===== src/rtl/prince_ti_pkg.sv =====
// Shared definitions for the threshold-implementation PRINCE datapath blocks.
package prince_ti_pkg;

  localparam int NIBBLE_W = 4;

  localparam logic MODE_FWD = 1'b0;
  localparam logic MODE_INV = 1'b1;

  // Bit offset of nibble n of share s inside a concatenated shared state.
  function automatic int nibble_lsb(input int s, input int n, input int nibbles);
    return (s * nibbles + n) * NIBBLE_W;
  endfunction

endpackage


===== src/rtl/prince_a1_nibble_map.sv =====
// One nibble of the A1 affine layer, forward or inverse, applied to a single share.
// The affine constant is folded in only on share 0.
module prince_a1_nibble_map
  import prince_ti_pkg::*;
(
  input  logic [NIBBLE_W-1:0] x,
  input  logic                mode,
  input  logic                is_share0,
  output logic [NIBBLE_W-1:0] y
);

  // Select forward or inverse bit equations; the constant only touches bits 3 and 2.
  always_comb begin
    // NOTE: assign a default before any branch so a missed path cannot infer a latch.
    y = '0;
    if (mode == MODE_FWD) begin
      y[3] = is_share0 ^ x[3] ^ x[1];
      y[2] = is_share0 ^ x[2];
      y[1] = x[1] ^ x[0];
      y[0] = x[1];
    end else begin
      y[3] = is_share0 ^ x[3] ^ x[0];
      y[2] = is_share0 ^ x[2];
      y[1] = x[0];
      y[0] = x[1] ^ x[0];
    end
  end

endmodule


===== src/rtl/prince_affine_share_pipe.sv =====
// Elastic pipelined A1 affine layer over all shares of a masked PRINCE state.
// The map is computed combinationally ahead of stage 1; stages carry valid/ready.
module prince_affine_share_pipe
  import prince_ti_pkg::*;
#(
  parameter int SHARES  = 3,
  parameter int NIBBLES = 16,
  parameter int STAGES  = 2,
  parameter int CNT_W   = 16
) (
  input  logic                               clk,
  input  logic                               rst_n,
  input  logic                               in_valid,
  output logic                               in_ready,
  input  logic                               in_mode,
  input  logic [SHARES*NIBBLES*NIBBLE_W-1:0] in_data,
  output logic                               out_valid,
  input  logic                               out_ready,
  output logic                               out_mode,
  output logic [SHARES*NIBBLES*NIBBLE_W-1:0] out_data,
  output logic [CNT_W-1:0]                   beat_cnt
);

  localparam int W = SHARES * NIBBLES * NIBBLE_W;

  logic [W-1:0]        mapped;
  logic [STAGES-1:0]   v_q;
  logic [STAGES-1:0]   mode_q;
  logic [W-1:0]        data_q [STAGES];
  logic [STAGES-1:0]   adv;
  logic [STAGES-1:0]   src_v;
  logic [STAGES-1:0]   src_mode;
  logic [W-1:0]        src_data [STAGES];
  logic [CNT_W-1:0]    cnt_q;

  // Per-share, per-nibble map; shares never mix, so non-completeness holds.
  for (genvar s = 0; s < SHARES; s++) begin : g_share
    for (genvar n = 0; n < NIBBLES; n++) begin : g_nib
      localparam int LSB = nibble_lsb(s, n, NIBBLES);
      prince_a1_nibble_map u_map (
        .x        (in_data[LSB +: NIBBLE_W]),
        .mode     (in_mode),
        .is_share0(1'(s == 0)),
        .y        (mapped[LSB +: NIBBLE_W])
      );
    end
  end

  // A stage may load when it is empty or the stage after it moves on this cycle.
  always_comb begin : advance_chain
    logic free;
    free = out_ready;
    adv  = '0;
    for (int k = STAGES - 1; k >= 0; k--) begin
      free   = !v_q[k] | free;
      adv[k] = free;
    end
  end

  // Source of each stage: the mapped input for stage 1, the previous stage otherwise.
  always_comb begin
    src_v    = '0;
    src_mode = '0;
    src_data = '{default: '0};
    src_v[0]    = in_valid;
    src_mode[0] = in_mode;
    src_data[0] = mapped;
    for (int k = 1; k < STAGES; k++) begin
      src_v[k]    = v_q[k-1];
      src_mode[k] = mode_q[k-1];
      src_data[k] = data_q[k-1];
    end
  end

  // Stage registers and beat counter; data only moves with a valid beat.
  always_ff @(posedge clk) begin
    if (!rst_n) begin
      // NOTE: data registers are cleared too, so out_data reads 0 after reset.
      v_q    <= '0;
      mode_q <= '0;
      for (int k = 0; k < STAGES; k++) data_q[k] <= '0;
      cnt_q  <= '0;
    end else begin
      // NOTE: non-blocking updates let every stage see the pre-edge value of its source.
      for (int k = 0; k < STAGES; k++) begin
        if (adv[k]) begin
          v_q[k] <= src_v[k];
          if (src_v[k]) begin
            data_q[k] <= src_data[k];
            mode_q[k] <= src_mode[k];
          end
        end
      end
      if (v_q[STAGES-1] && out_ready) cnt_q <= cnt_q + 1'b1;
    end
  end

  assign in_ready  = rst_n & adv[0];
  assign out_valid = v_q[STAGES-1];
  assign out_mode  = mode_q[STAGES-1];
  assign out_data  = data_q[STAGES-1];
  assign beat_cnt  = cnt_q;

endmodule


===== config.mk =====
export PLATFORM = sky130hd
export DESIGN_NAME = prince_affine_share_pipe
export DESIGN_NICKNAME = d
export VERILOG_FILES = /design/src/rtl/prince_ti_pkg.sv /design/src/rtl/prince_a1_nibble_map.sv /design/src/rtl/prince_affine_share_pipe.sv
export SDC_FILE = /design/constraint.sdc
export NUM_CORES = 1
export LEC_CHECK = 0
export BUFFER_PORTS_ARGS = -buffer_cell sky130_fd_sc_hd__buf_2
export CAP_MARGIN = 20
export CORE_MARGIN = 1.5
export CORE_UTILIZATION = 55
export CTS_CLUSTER_SIZE = 14
export DETAILED_ROUTE_END_ITERATION = 6
export PLACE_DENSITY = 0.81
export SETUP_SLACK_MARGIN = 0.1
export SYNTH_ARGS = -nofsm -noshare
export SYNTH_HDL_FRONTEND = slang
export SYNTH_SLANG_ARGS = --single-unit

===== constraint.sdc =====
create_clock -name clk -period 7 [get_ports clk]
set_input_delay 0 -clock clk [delete_from_list [all_inputs] [get_ports clk]]
set_output_delay 0 -clock clk [all_outputs]
set_load 0.03 [all_outputs]

==> flow_metrics.env <==
export IMPL_timing_final_crit_share_pct=39.11
export IMPL_pwr_share_comb_pct=14.4
export IMPL_max_cap_violations=0
export IMPL_yosys_top_cells_count="384 x edfxtp_1, 225 x and2_1, 195 x buf_4"
export IMPL_routed_via_density=4.988
export IMPL_yosys_register_bits=404
export IMPL_maxSlewViolCount=0
export IMPL_die_w_um=184.6
export IMPL_area_growth_syn_to_layout_pct=27.93
export IMPL_worstPathRequired_ns=7.22
export IMPL_finalCriticalPeriod_ns=2.738
export IMPL_worstPathArrival_ns=2.96
export IMPL_n_fill_cell=1969
export IMPL_grt_pass1_wl_um=63460
export IMPL_dieArea_um2=34070
export IMPL_hold_slack_ns=0.03724
export IMPL_place_inst=2016
export IMPL_synth_area_leader_cell="edfxtp_1"
export IMPL_cp_slowest_stage_delay_ns=0.67
export IMPL_synth_main_ff_cell="edfxtp_1"
export IMPL_p_leak_nw=9.698
export IMPL_wl_um=41870
export IMPL_min_path_type="in2reg"
export IMPL_cp_max_fo=69
export IMPL_swShare_pct=24.73
export IMPL_peakVddDrop_mv=0.1587
export IMPL_seqCellArea_um2=11930
export IMPL_synth_area_um2=18130
export IMPL_synth_distinct_cells=34
export IMPL_crit_buf_inv=1
export IMPL_worstSetupStartpointType="register"
export IMPL_gp_congestion=0.8332
export IMPL_ios=408
export IMPL_cts_buffer_depth=3
export IMPL_yosysWarnings=0
export IMPL_grt_ovfl_total=0
export IMPL_stdcell_count=2380
export IMPL_yosysMostFrequentCell="edfxtp_1"
export IMPL_port_buffers=407
export IMPL_synth_top_area_share_pct=63.59
export IMPL_rsz0062_at_grt="false"
export IMPL_grt_pass1_vias=12160
export IMPL_insertion_delay_ns=0.52
export IMPL_grt_usage_pct=24.24
export IMPL_setup_viol=0
export IMPL_crit_family="simple AND/OR/NAND/NOR gates"
export IMPL_antenna_left=0
export IMPL_hold_violations=0
export IMPL_drive_above_1_share_pct=24.64
export IMPL_grt_max_degree=128
export IMPL_core_area_um2=32450
export IMPL_synth_seq_area_share_pct=65.80
export IMPL_multi_input_area_um2=4487
export IMPL_wl_per_cell_um=17.59
export IMPL_stdcell_area_um2=23200
export IMPL_worst_setup_path_type="reg2reg"
export IMPL_cpMaxStageDelayCell="buf_4"
export IMPL_p_seq_share_pct=50.0
export IMPL_p_sw_mw=1.441
export IMPL_hpwl_um=22510
export IMPL_cts_sinks=404
export IMPL_synth_edf_count=384
export IMPL_antenna_found_initial=6
export IMPL_die_y_um=184.6
export IMPL_rows=66
export IMPL_cts_buffers=42
export IMPL_finClkSkew_ns=0.01668
export IMPL_synth_cells=1413
export IMPL_worst_setup_path_end_kind="register"
export IMPL_dr_pass1_iters=5
export IMPL_drtIter0Drc=745
export IMPL_async_flop_share_pct=0
export IMPL_timing_setup_tns_ns=0
export IMPL_clkPwrFrac_pct=35.5
export IMPL_p_total_mw=5.827
export IMPL_start_util_pct=55.87
export IMPL_synth_nets=1611
export IMPL_syn_area_per_cell_um2=12.83
export IMPL_cts_tree="done"
export IMPL_status="complete, no violations"
export IMPL_power_internal_mw=4.386
export IMPL_routed_via_count=11870
export IMPL_tightest_slew_ns=1.063
export IMPL_cts_root_buf="clkbuf_16"
export IMPL_synthTopCellsByArea="edfxtp_1 64%, buf_4 8.1%, and2_1 7.8%"
export IMPL_slew_headroom_pct=29.16
export IMPL_path_cells="nand3b_2, o21ai_1, or2_4, buf_4, nor2_1"
export IMPL_max_freq_mhz=365.3
export IMPL_h_tree_depth=2
export IMPL_final_nets=2096
export IMPL_placed_cell_area_um2=19090
export IMPL_path_clk_slew_ns=0.06
export IMPL_powerDensity_nw_per_um2=251.2
export IMPL_drc=0
## worst register-to-register path: stages (launching register included)
cell	delay [ns]
dfxtp_1	0.54
nand3b_2	0.20
o21ai_1	0.22
or2_4	0.54
buf_4	0.70
nor2_1	0.24
## layer usage
layer	routed length (µm)	share of wire, %	track usage [%]	up-vias
met4	1757	4.2	10.62	0
met1	14930	36	26.62	5701
li1	-	-	-	5523
met2	22000	53	44.41	534
met3	3172	7.6	5.789	114
met5	0	0	0	-
## power groups by stage
stage	combinational (mW)	sequential (mW)	clock, mW
after floorplan	0.544	2.97	0
after global placement	0.632	2.95	0
after detailed placement	0.648	2.96	0
after CTS	0.815	2.91	2.08
after global routing	0.899	2.93	2.19
final	0.842	2.91	2.07
## flip-flops by register name (all words and copies together), names as in the netlist
name      cells
data_q      384
mode_q        2
beat_cnt     16
v_q           2
## timing repair
| item | in CTS | in global routing |
|---|---|---|
| hold endpoints to repair | 199 | 0 |
| gates resized for setup | 0 | 0 |
| buffers inserted | 0 | 0 |
| hold buffers | 278 | 0 |
## kinds of logic after synthesis
| family | count (synthesis) | synth area share [%] |
|---|---|---|
| AOI/OAI and AO/OA | 64 | 1.815 |
| DFF | 404 | 65.80 |
| muxes | 1 | 0.05521 |
| xor gates and xnor gates | 154 | 7.439 |
| and+or+nand+nor | 531 | 15.24 |
| adders and majority gates | 1 | 0.06899 |
| buffers and inverters | 258 | 9.578 |
## placed cells by master (no fill, tap or decap), types with 13 or more instances in the layout
master / n
edfxtp_1: 384
dfxtp_1: 20
clkinv_1: 13
buf_2: 406
nand2_1: 56
nor2b_1: 48
dlygate4sd3_1: 278
and2_1: 225
nor2_1: 172
xnor2_1: 67
xor2_1: 87
a21oi_1: 56
clkbuf_1: 13
clkbuf_16: 45
## stage by stage
step	worst slack [ns]	utilization, %
2_1_floorplan	1.309	-
3_3_place_gp	4.194	58.81
3_5_place_dp	4.045	58.81
4_1_cts	4.014	71.29
5_1_grt	4.105	71.47
6_report	4.262	71.48
## final timing paths
check	startpoint	end	slack, ns	depth (start not counted)
max	v_q[1]	data_q[0][53]	4.26	5
min	in_mode	mode_q[0]	0.04	3
max reg2reg	v_q[1]	data_q[0][53]	4.26	5
min reg2reg	data_q[0][142]	data_q[0][334]	0.51	1
## cell type report
| class | instances | area share (%) |
|---|---|---|
| sequential | 404 | 51.43 |
| timing repair buffer | 695 | 21.25 |
| multi-input combinational | 751 | 19.34 |
| clock buffer | 58 | 5.065 |
| tap | 442 | 2.384 |
| clock inverter | 20 | 0.3937 |
| inverter | 4 | 0.06473 |
| antenna | 6 | 0.06473 |
Power figures use the tool's default switching activity.
